`src/rtl/wheel_kinematics.sv`:
```
// Mecanum inverse kinematics: body velocity (VX, VY, WZ) -> four wheel speeds, sign-magnitude Q8.
// One shared multiplier and adder, FSM sequenced. Optional WHEEL_KINEMATICS_SAT_EN: saturate instead of wrap.
module wheel_kinematics #(
   parameter int unsigned         N_WIDTH = 17,
   parameter int unsigned         Q_WIDTH = 8,
   parameter logic [N_WIDTH-1:0]  K_LXLY  = 17'd46,
   parameter logic [N_WIDTH-1:0]  INV_R   = 17'd3413
) (
   input  logic               WHEEL_KINEMATICS_CLOCK_50,
   input  logic               WHEEL_KINEMATICS_RESET_InHigh,
   input  logic               WHEEL_KINEMATICS_START_In,
   input  logic [N_WIDTH-1:0] WHEEL_KINEMATICS_VX_InBus,
   input  logic [N_WIDTH-1:0] WHEEL_KINEMATICS_VY_InBus,
   input  logic [N_WIDTH-1:0] WHEEL_KINEMATICS_WZ_InBus,
   output logic [N_WIDTH-1:0] WHEEL_KINEMATICS_W1_OutBus,
   output logic [N_WIDTH-1:0] WHEEL_KINEMATICS_W2_OutBus,
   output logic [N_WIDTH-1:0] WHEEL_KINEMATICS_W3_OutBus,
   output logic [N_WIDTH-1:0] WHEEL_KINEMATICS_W4_OutBus,
   output logic               WHEEL_KINEMATICS_BUSY_Out,
   output logic               WHEEL_KINEMATICS_DONE_Out
);

   localparam int unsigned M_WIDTH = N_WIDTH - 1;
   localparam int unsigned P_WIDTH = 2 * M_WIDTH;

   typedef enum logic [2:0] {
      S_IDLE,
      S_SCALE,
      S_ADD_A,
      S_ADD_B,
      S_MUL,
      S_DONE
   } state_t;

   state_t               r_state;
   state_t               w_next;
   logic [N_WIDTH-1:0]   r_vx;
   logic [N_WIDTH-1:0]   r_vy;
   logic [N_WIDTH-1:0]   r_wz;
   logic [N_WIDTH-1:0]   r_kw;
   logic [N_WIDTH-1:0]   r_t;
   logic [N_WIDTH-1:0]   r_res [4];
   logic [1:0]           r_idx;
   logic [N_WIDTH-1:0]   r_w1;
   logic [N_WIDTH-1:0]   r_w2;
   logic [N_WIDTH-1:0]   r_w3;
   logic [N_WIDTH-1:0]   r_w4;
   logic                 r_busy;
   logic                 r_done;

   logic                 w_flip_vy;
   logic                 w_flip_kw;
   logic [N_WIDTH-1:0]   w_add_a;
   logic [N_WIDTH-1:0]   w_add_b;
   logic [N_WIDTH-1:0]   w_mul_a;
   logic [N_WIDTH-1:0]   w_mul_b;
   logic [N_WIDTH-1:0]   w_add_y;
   logic [N_WIDTH-1:0]   w_mul_y;

   // Canonical zero: a zero magnitude never carries a negative sign.
   function automatic logic [N_WIDTH-1:0] f_canon(input logic s, input logic [M_WIDTH-1:0] m);
      return {s & (|m), m};
   endfunction

   function automatic logic [N_WIDTH-1:0] f_sm_add(input logic [N_WIDTH-1:0] a,
                                                   input logic [N_WIDTH-1:0] b);
      logic               sa;
      logic               sb;
      logic               sgn;
      logic [M_WIDTH-1:0] ma;
      logic [M_WIDTH-1:0] mb;
      logic [M_WIDTH-1:0] mag;
`ifdef WHEEL_KINEMATICS_SAT_EN
      logic [M_WIDTH:0]   sum;
`endif
      sa = a[N_WIDTH-1];
      sb = b[N_WIDTH-1];
      ma = a[M_WIDTH-1:0];
      mb = b[M_WIDTH-1:0];
      if (sa == sb) begin
`ifdef WHEEL_KINEMATICS_SAT_EN
         sum = {1'b0, ma} + {1'b0, mb};
         mag = sum[M_WIDTH] ? '1 : sum[M_WIDTH-1:0];
`else
         mag = ma + mb;
`endif
         sgn = sa;
      end else if (ma >= mb) begin
         mag = ma - mb;
         sgn = sa;
      end else begin
         mag = mb - ma;
         sgn = sb;
      end
      return f_canon(sgn, mag);
   endfunction

   // Product is truncated toward zero by dropping the Q_WIDTH fraction bits of the magnitude.
   function automatic logic [N_WIDTH-1:0] f_sm_mul(input logic [N_WIDTH-1:0] a,
                                                   input logic [N_WIDTH-1:0] b);
      logic [P_WIDTH-1:0] prod;
      logic [M_WIDTH-1:0] mag;
`ifdef WHEEL_KINEMATICS_SAT_EN
      logic [P_WIDTH-1:0] shifted;
`endif
      prod = P_WIDTH'(a[M_WIDTH-1:0]) * P_WIDTH'(b[M_WIDTH-1:0]);
`ifdef WHEEL_KINEMATICS_SAT_EN
      shifted = prod >> Q_WIDTH;
      mag     = (|shifted[P_WIDTH-1:M_WIDTH]) ? '1 : shifted[M_WIDTH-1:0];
`else
      mag     = M_WIDTH'(prod >> Q_WIDTH);
`endif
      return f_canon(a[N_WIDTH-1] ^ b[N_WIDTH-1], mag);
   endfunction

   // Wheels 1 and 4 subtract VY; wheels 1 and 3 subtract k*WZ.
   assign w_flip_vy = (r_idx == 2'd0) || (r_idx == 2'd3);
   assign w_flip_kw = (r_idx == 2'd0) || (r_idx == 2'd2);

   always_comb begin
      w_add_a = r_t;
      w_add_b = r_kw;
      w_mul_a = r_t;
      w_mul_b = INV_R;
      case (r_state)
         S_SCALE: begin
            w_mul_a = K_LXLY;
            w_mul_b = r_wz;
         end
         S_ADD_A: begin
            w_add_a = r_vx;
            w_add_b = w_flip_vy ? {~r_vy[N_WIDTH-1], r_vy[M_WIDTH-1:0]} : r_vy;
         end
         S_ADD_B: begin
            w_add_b = w_flip_kw ? {~r_kw[N_WIDTH-1], r_kw[M_WIDTH-1:0]} : r_kw;
         end
         default: ;
      endcase
   end

   assign w_add_y = f_sm_add(w_add_a, w_add_b);
   assign w_mul_y = f_sm_mul(w_mul_a, w_mul_b);

   always_ff @(posedge WHEEL_KINEMATICS_CLOCK_50 or posedge WHEEL_KINEMATICS_RESET_InHigh) begin
      if (WHEEL_KINEMATICS_RESET_InHigh) begin
         r_state <= S_IDLE;
      end else begin
         r_state <= w_next;
      end
   end

   always_comb begin
      w_next = r_state;
      case (r_state)
         S_IDLE:  if (WHEEL_KINEMATICS_START_In) w_next = S_SCALE;
         S_SCALE: w_next = S_ADD_A;
         S_ADD_A: w_next = S_ADD_B;
         S_ADD_B: w_next = S_MUL;
         S_MUL:   w_next = (r_idx == 2'd3) ? S_DONE : S_ADD_A;
         S_DONE:  w_next = S_IDLE;
         default: w_next = S_IDLE;
      endcase
   end

   // Datapath registers and registered outputs.
   always_ff @(posedge WHEEL_KINEMATICS_CLOCK_50 or posedge WHEEL_KINEMATICS_RESET_InHigh) begin
      if (WHEEL_KINEMATICS_RESET_InHigh) begin
         r_vx   <= '0;
         r_vy   <= '0;
         r_wz   <= '0;
         r_kw   <= '0;
         r_t    <= '0;
         r_idx  <= 2'd0;
         r_w1   <= '0;
         r_w2   <= '0;
         r_w3   <= '0;
         r_w4   <= '0;
         r_busy <= 1'b0;
         r_done <= 1'b0;
         for (int k = 0; k < 4; k++) begin
            r_res[k] <= '0;
         end
      end else begin
         r_busy <= (w_next != S_IDLE);
         r_done <= (r_state == S_DONE);
         case (r_state)
            S_IDLE: begin
               if (WHEEL_KINEMATICS_START_In) begin
                  r_vx <= WHEEL_KINEMATICS_VX_InBus;
                  r_vy <= WHEEL_KINEMATICS_VY_InBus;
                  r_wz <= WHEEL_KINEMATICS_WZ_InBus;
               end
               r_idx <= 2'd0;
            end
            S_SCALE: begin
               r_kw  <= w_mul_y;
               r_idx <= 2'd0;
            end
            S_ADD_A: r_t <= w_add_y;
            S_ADD_B: r_t <= w_add_y;
            S_MUL: begin
               r_res[r_idx] <= w_mul_y;
               r_idx        <= r_idx + 2'd1;
            end
            S_DONE: begin
               r_w1 <= r_res[0];
               r_w2 <= r_res[1];
               r_w3 <= r_res[2];
               r_w4 <= r_res[3];
            end
            default: ;
         endcase
      end
   end

   assign WHEEL_KINEMATICS_W1_OutBus = r_w1;
   assign WHEEL_KINEMATICS_W2_OutBus = r_w2;
   assign WHEEL_KINEMATICS_W3_OutBus = r_w3;
   assign WHEEL_KINEMATICS_W4_OutBus = r_w4;
   assign WHEEL_KINEMATICS_BUSY_Out  = r_busy;
   assign WHEEL_KINEMATICS_DONE_Out  = r_done;

endmodule

```
`config.mk`:
```
export PLATFORM = sky130hd
export DESIGN_NAME = wheel_kinematics
export DESIGN_NICKNAME = d
export VERILOG_FILES = /design/src/rtl/wheel_kinematics.sv
export SDC_FILE = /design/constraint.sdc
export NUM_CORES = 1
export LEC_CHECK = 0
export BUFFER_PORTS_ARGS = -buffer_cell sky130_fd_sc_hd__buf_2
export CAP_MARGIN = 30
export CORE_MARGIN = 2
export CORE_UTILIZATION = 62
export CTS_CLUSTER_SIZE = 10
export DETAILED_ROUTE_END_ITERATION = 10
export PLACE_DENSITY = 0.79
export SLEW_MARGIN = 20
export SYNTH_ARGS = -nofsm -noshare
export SYNTH_HDL_FRONTEND = slang
export SYNTH_SLANG_ARGS = --single-unit
```
`constraint.sdc`:
```
create_clock -name WHEEL_KINEMATICS_CLOCK_50 -period 8.25 [get_ports WHEEL_KINEMATICS_CLOCK_50]
set_input_delay 0.825 -clock WHEEL_KINEMATICS_CLOCK_50 [delete_from_list [all_inputs] [get_ports WHEEL_KINEMATICS_CLOCK_50]]
set_output_delay 0.825 -clock WHEEL_KINEMATICS_CLOCK_50 [all_outputs]
set_load 0.005 [all_outputs]
```
[Word level (Yosys, flattened, before mapping)]
Index checks and enable logic that the tools add are counted.
Storage, ports and cells
  register bits after elaboration: 228
  bits in latches: 0
  RAM bits: 0
  memory bits (read-only): 0
  output and inout bits: 70
  memories: 0
Cells by class
  add/sub/neg operators: 4
  $mul: 1
  divide/modulo/power cells: 0
  order comparisons: 3
  eq/ne operators: 8
  shift-type cells: 0
  multiplexer cells: 17
  bitwise gates (word level): 6
  reduce and logical (&&, ||, !) cells: 12
Operators with widths (count)
  17-bit two-way mux: 6
  68-bit bitwise mux: 1
  17-bit demux with 2-bit select: 1
  17-bit one-hot mux with 2 select lines: 1
  16-bit two-way mux: 2
  16-bit OR reduction: 2
  16-bit subtractor: 2
  16-bit by 16-bit multiplier with 24-bit output: 1
  16-bit adder: 1
  16-bit >= comparator: 1
  3-bit one-hot mux with 5 select lines: 1
  3-bit by 2-bit == test with 1-bit output, second input constant: 2
  3-bit == test, second input constant: 2
  3-bit two-way mux: 2
  2-bit == test, second input constant: 2
  2-bit one-hot mux with 2 select lines: 1
  2-bit OR reduction: 2
  3-bit by 1-bit == test with 1-bit output, second input constant: 1
  3-bit >= comparator, second input constant: 1
  3-bit zero test: 1
  3-bit by 1-bit < comparator with 1-bit output, second input constant: 1
  2-bit inverter with 3-bit output: 1
  3-bit nonzero test: 1
  2-bit by 1-bit adder with 2-bit output, second input constant: 1
  10 further kinds: 14

[Depth between registers and ports, before layout]
  depth in word-level cells: 9
  depth in mapped cells: 29

[Least setup slack after synthesis]
Ideal clock, no wire load.
  path type: reg2reg
  from: reg r_state[1]
  to: reg r_res[50] (netlist bit)
  library setup time: 0.121 ns
  arrival time: 7.061 ns
  required time: 8.129 ns
  slack: 1.068 ns
  stages on the path, launching flop included: 26
  cell sequence: dfrtp_1 -> clkbuf_1 -> or3_1 -> clkbuf_1 -> clkbuf_1 -> clkbuf_1 -> nand2_1 -> fa_1 -> fa_1 -> fa_1 -> inv_1 -> fa_1 -> fa_1 -> inv_1 -> fa_1 -> inv_1 -> ha_1 -> and3_1 -> a221o_1 -> o21ai_1 -> nand2b_1 -> a31oi_1 -> xor2_1 -> nor4bb_1 -> nand4_1 -> a22o_1
On the way
  longest elaborated chain between the ends: 6
  elaborated cells on any way between the ends: 9
RTL lines
  from (decl): RTL line 35  | state_t r_state;
  from (signal assigned): RTL line 148  | r_state <= w_next;
  3-bit by 1-bit == test with 1-bit output: RTL line 125  | case (r_state)
  17-bit two-way mux: RTL line 125
  16-bit by 16-bit multiplier with 24-bit output: RTL line 106  | prod = P_WIDTH'(a[M_WIDTH-1:0]) * P_WIDTH'(b[M_WIDTH-1:0]);
  16-bit OR reduction: RTL line 62  | return {s & (|m), m};
  1-bit AND: RTL line 62
  68-bit bitwise mux: RTL line 202  | r_res[r_idx] <= w_mul_y;
  to (signal, indexed assignment): RTL line 202
  to (decl): RTL line 42  | logic [N_WIDTH-1:0] r_res [4];
Parallel ways exist; a longest one is shown, timed or not.
A chain may end at the register's enable or synchronous reset.

[Worst setup path after layout]
  from: reg r_state[1]
  to: reg r_res[67] (netlist bit)
Same word-level chain as after synthesis.

==> tab_implementation.tex <==
\begin{tabular}{lr}
\hline
Metric & Value \\
\hline
\multicolumn{2}{l}{\textbf{Worst setup path}} \\
R2R Path End & r\_res[67] \\
Type of destination of the critical path & flip-flop \\
Worst reg2reg path depth & 23 \\
Count of buffer and inverter cells on the critical path & 5 \\
Startpoint of the worst register-to-register path & r\_state[1] \\
Critical-path cell with the highest stage delay & sky130\_fd\_sc\_hd\_\_or3\_2 \\
Largest stage delay, worst path & between 700 and 800 ps \\
Worst EP required & 8700 ps \\
Worst setup slack for register-to-register paths & 330 ps \\
Largest fanout on the critical path & 23 \\
Most frequent CP cell & sky130\_fd\_sc\_hd\_\_fa\_1 \\
Cell family with the largest share of critical-path delay & adder cells \\
Worst path cell trace & or3\_2 > and2\_1 > fa\_1 > inv\_1 > fa\_1 > fa\_1 > fa\_1 > inv\_1 > fa\_1 > inv\_1 > fa\_1 > inv\_1 > ha\_1 > and3\_1 > a221o\_1 > o21ai\_1 > nand2b\_1 > a31oi\_1 > xor2\_1 > buf\_4 > nor4bb\_1 > nand4\_1 > a22o\_1 \\
CP Data Arrival Time & between 8000 and 9000 ps \\
Type of element launching the critical path & flip-flop \\
CP Class & reg -> reg \\
\multicolumn{2}{l}{\textbf{Drt}} \\
Post-route ant nets & 0 \\
Via density & 5.616 \\
Average wire length per cell after detail routing & 18.24 um \\
Initial DRC Count & about 1100 \\
Residual DRC count & 0 \\
Routed Wire Length & 45150 um \\
Count of TritonRoute iterations in the first routing pass & 5 \\
Vias post-DR & 13900 \\
\multicolumn{2}{l}{\textbf{Clock network}} \\
Setup repair bufs after CTS & 0 \\
Cts bufs inserted & 29 \\
Number of buffers on the longest clock path & 3 \\
CTS Root Cell & sky130\_fd\_sc\_hd\_\_clkbuf\_16 \\
Clk\_lat worst skew & 570 ps \\
Reg clk slew, reported paths & roughly 60 ps \\
Count of hold buffers inserted by post-cts repair & 0 \\
CTS H-Tree Depth & 1 \\
TritonCTS clock tree & built \\
Total number of clock tree sinks & between 200 and 250 \\
Count of instances resized after the clock tree is built & 0 \\
\multicolumn{2}{l}{\textbf{Final layout}} \\
Share of cells above drive strength 1 & 14.40\% \\
Area overhead of the layout relative to synthesis & 12.87\% \\
Layout filler cell count & 2123 \\
\# diodes & 0 \\
Final Util & between 70\% and 80\% \\
Final nets & 2425 \\
\multicolumn{2}{l}{\textbf{Global routing}} \\
Gr usage total & 30.74\% \\
Number of global-route vias before repair & about 14000 \\
Number of antenna violations at the first check in global routing & 0 \\
Largest net degree at the start of global routing & approximately 110 \\
Remaining Overflow, GRT & 0 \\
Global-route wire length before repair & 73110 um \\
\multicolumn{2}{l}{\textbf{Yosys}} \\
Synth area leader & sky130\_fd\_sc\_hd\_\_dfrtp\_1 \\
Number of warnings reported in the yosys synthesis log & 0 \\
Top cells by count, synth & sky130\_fd\_sc\_hd\_\_nand2\_1 (394), sky130\_fd\_sc\_hd\_\_inv\_1 (286), sky130\_fd\_sc\_hd\_\_dfrtp\_1 (228) \\
EDFF count, synth & 0 \\
Seq cells post-synth & 228 \\
Count of mapped cells out of synthesis & 1901 \\
Asr flop ratio synth & 100.0\% \\
Commonest register cell after synthesis & sky130\_fd\_sc\_hd\_\_dfrtp\_1 \\
Syn\_area\_per\_cell & around 9.3 um\^{}2 \\
Area share of the leading cell type in the synthesized netlist & 32.22\% \\
Main area contributors after synthesis & sky130\_fd\_sc\_hd\_\_dfrtp\_1 (32\%), sky130\_fd\_sc\_hd\_\_fa\_1 (18\%), sky130\_fd\_sc\_hd\_\_ha\_1 (8.6\%) \\
Sequential area share after synthesis & 32.22\% \\
Most common cell in the synthesized netlist & sky130\_fd\_sc\_hd\_\_nand2\_1 \\
Count of distinct cell types in the synthesized netlist & 77 \\
Post-Synthesis Cell Area & $\sim$18000 um\^{}2 \\
\multicolumn{2}{l}{\textbf{Place}} \\
Routability congestion estimate & 0.9457 \\
Total half-perimeter wirelength after legalization and detailed placement & 34770 um \\
Port buffer count & 123 \\
Worst slack at placement & about 430 ps \\
\multicolumn{2}{l}{\textbf{Floorplan}} \\
Ports placed on the boundary & 124 \\
Core region area & 27930 um\^{}2 \\
Die Footprint & 29930 um\^{}2 \\
Floorplan die height & 173 um \\
Width of the die & roughly 170 um \\
Row cnt & between 60 and 70 \\
Starting Density & between 60\% and 70\% \\
\multicolumn{2}{l}{\textbf{Timing}} \\
Max transition margin & between 40\% and 50\% \\
Final TNS setup & 0 ps \\
Setup-failing EPs final & 0 \\
Unrepaired setup endpoints after global routing & false \\
Slew Viols, Final & 0 \\
Fmax achieved & $\sim$0.13 GHz \\
Number of hold violations in the final report & 0 \\
Setup slack of the critical path after layout & 326.9 ps \\
Pin slew with the least headroom to its limit & 812.1 ps \\
Min Tclk post-route & 7923 ps \\
Final cycle utilization of the critical path & slightly below 100\% \\
Final setup skew & 13.32 ps \\
\multicolumn{2}{l}{\textbf{Run}} \\
Number of max-capacitance violations reported & 0 \\
\multicolumn{2}{l}{\textbf{Hold path}} \\
Tightest Hold Check Type & in -> async \\
\multicolumn{2}{l}{\textbf{Outcome}} \\
Outcome & finished, final reports clean \\
\hline
\end{tabular}
-- worst reg2reg max path, stage by stage (launching register included) --
cell	delay (ps)
sky130_fd_sc_hd__dfrtp_1	490
sky130_fd_sc_hd__or3_2	760
sky130_fd_sc_hd__and2_1	340
sky130_fd_sc_hd__fa_1	550
sky130_fd_sc_hd__inv_1	50
sky130_fd_sc_hd__fa_1	450
sky130_fd_sc_hd__fa_1	500
sky130_fd_sc_hd__fa_1	540
sky130_fd_sc_hd__inv_1	50
sky130_fd_sc_hd__fa_1	470
sky130_fd_sc_hd__inv_1	50
sky130_fd_sc_hd__fa_1	470
sky130_fd_sc_hd__inv_1	40
sky130_fd_sc_hd__ha_1	330
sky130_fd_sc_hd__and3_1	200
sky130_fd_sc_hd__a221o_1	360
sky130_fd_sc_hd__o21ai_1	370
sky130_fd_sc_hd__nand2b_1	190
sky130_fd_sc_hd__a31oi_1	240
sky130_fd_sc_hd__xor2_1	240
sky130_fd_sc_hd__buf_4	220
sky130_fd_sc_hd__nor4bb_1	350
sky130_fd_sc_hd__nand4_1	270
sky130_fd_sc_hd__a22o_1	310
-- layout by cell type, fill, tap and decap left out, types with 6 or more instances in the layout --
master	n
sky130_fd_sc_hd__a21o_1	17
sky130_fd_sc_hd__a21oi_1	68
sky130_fd_sc_hd__a22o_1	6
sky130_fd_sc_hd__a31oi_1	11
sky130_fd_sc_hd__and2_1	13
sky130_fd_sc_hd__and3_1	7
sky130_fd_sc_hd__buf_2	123
sky130_fd_sc_hd__buf_4	26
sky130_fd_sc_hd__clkbuf_16	29
sky130_fd_sc_hd__conb_1	81
sky130_fd_sc_hd__dfrtp_1	228
sky130_fd_sc_hd__fa_1	162
sky130_fd_sc_hd__ha_1	122
sky130_fd_sc_hd__inv_1	285
sky130_fd_sc_hd__mux2_2	77
sky130_fd_sc_hd__mux2i_1	9
sky130_fd_sc_hd__nand2_1	394
sky130_fd_sc_hd__nand2b_1	16
sky130_fd_sc_hd__nand3_1	17
sky130_fd_sc_hd__nand4_1	8
sky130_fd_sc_hd__nor2_1	51
sky130_fd_sc_hd__nor2b_1	10
sky130_fd_sc_hd__nor3_1	22
sky130_fd_sc_hd__nor4_1	7
sky130_fd_sc_hd__o211ai_1	12
sky130_fd_sc_hd__o21ai_0	114
sky130_fd_sc_hd__o21bai_1	6
sky130_fd_sc_hd__or2_2	8
sky130_fd_sc_hd__or3_1	15
sky130_fd_sc_hd__xnor2_1	22
sky130_fd_sc_hd__xor2_1	13
-- flip-flops by register name, summed over array words and instances (netlist names) --
register and count:
WHEEL_KINEMATICS_BUSY_Out 1, WHEEL_KINEMATICS_DONE_Out 1, WHEEL_KINEMATICS_W1_OutBus 17, WHEEL_KINEMATICS_W2_OutBus 17, WHEEL_KINEMATICS_W3_OutBus 17, WHEEL_KINEMATICS_W4_OutBus 17
r_idx 2, r_kw 17, r_res 68, r_state 3, r_t 17, r_vx 17
r_vy 17, r_wz 17
-- layer usage --
metal | share of wire (%) | GRT usage (%) | up-vias
li1 | - | - | 6424
met1 | 41 | 41.31 | 6795
met2 | 48 | 50.73 | 578
met3 | 7.0 | 4.991 | 102
met4 | 3.8 | 11.30 | 0
met5 | 0 | 0 | -
-- kinds of logic (layout without fill, tap and decap cells) --
family	after synthesis	in the layout	synth area share [%]
AOI/OAI and AO/OA	308	308	11.07
xor gates and xnor gates	36	36	1.858
adders and majority gates	284	284	26.93
buffers and inverters	367	484	7.864
DFF	228	228	32.22
muxes	86	86	5.405
other	2	81	0.04241
and+or+nand+nor	590	590	14.61
-- stage by stage --
| stage | std cells | hold WS (ps) | instance area [um^2] |
|---|---|---|---|
| 4_1_cts | 2471 | 424.2 | 19910 |
| 3_5_place_dp | 2430 | 451.9 | 19030 |
| 2_1_floorplan | 1980 | 438.6 | 18000 |
| 5_1_grt | 2475 | 450.2 | 19990 |
| 6_report | 2475 | 391.8 | 19990 |
| 3_3_place_gp | 2428 | 445.4 | 19000 |
-- worst max path at each step --
stage	to	cells after the start	startpoint
6_report	r_res[67]	23	r_state[1]
5_1_grt	r_res[67]	26	r_state[1]
4_1_cts	r_res[67]	23	r_state[1]
3_5_place_dp	r_res[67]	23	r_state[1]
3_3_place_gp	r_res[67]	23	r_state[1]
2_1_floorplan	r_res[50]	25	r_state[1]
-- layout make-up --
| cell class | count | area [um^2] | area share [%] |
|---|---|---|---|
| multi-input combinational | 1385 | 10920 | 54.64 |
| sequential | 228 | 5705 | 28.54 |
| inverter | 288 | 1089 | 5.446 |
| timing repair buffer | 155 | 918.4 | 4.595 |
| clock buffer | 35 | 778.2 | 3.894 |
| tap | 378 | 473.0 | 2.366 |
| clock inverter | 6 | 102.6 | 0.5133 |
Power is not shown: default switching activity piles up to over one toggle a cycle in this logic, so the estimate is an artifact.
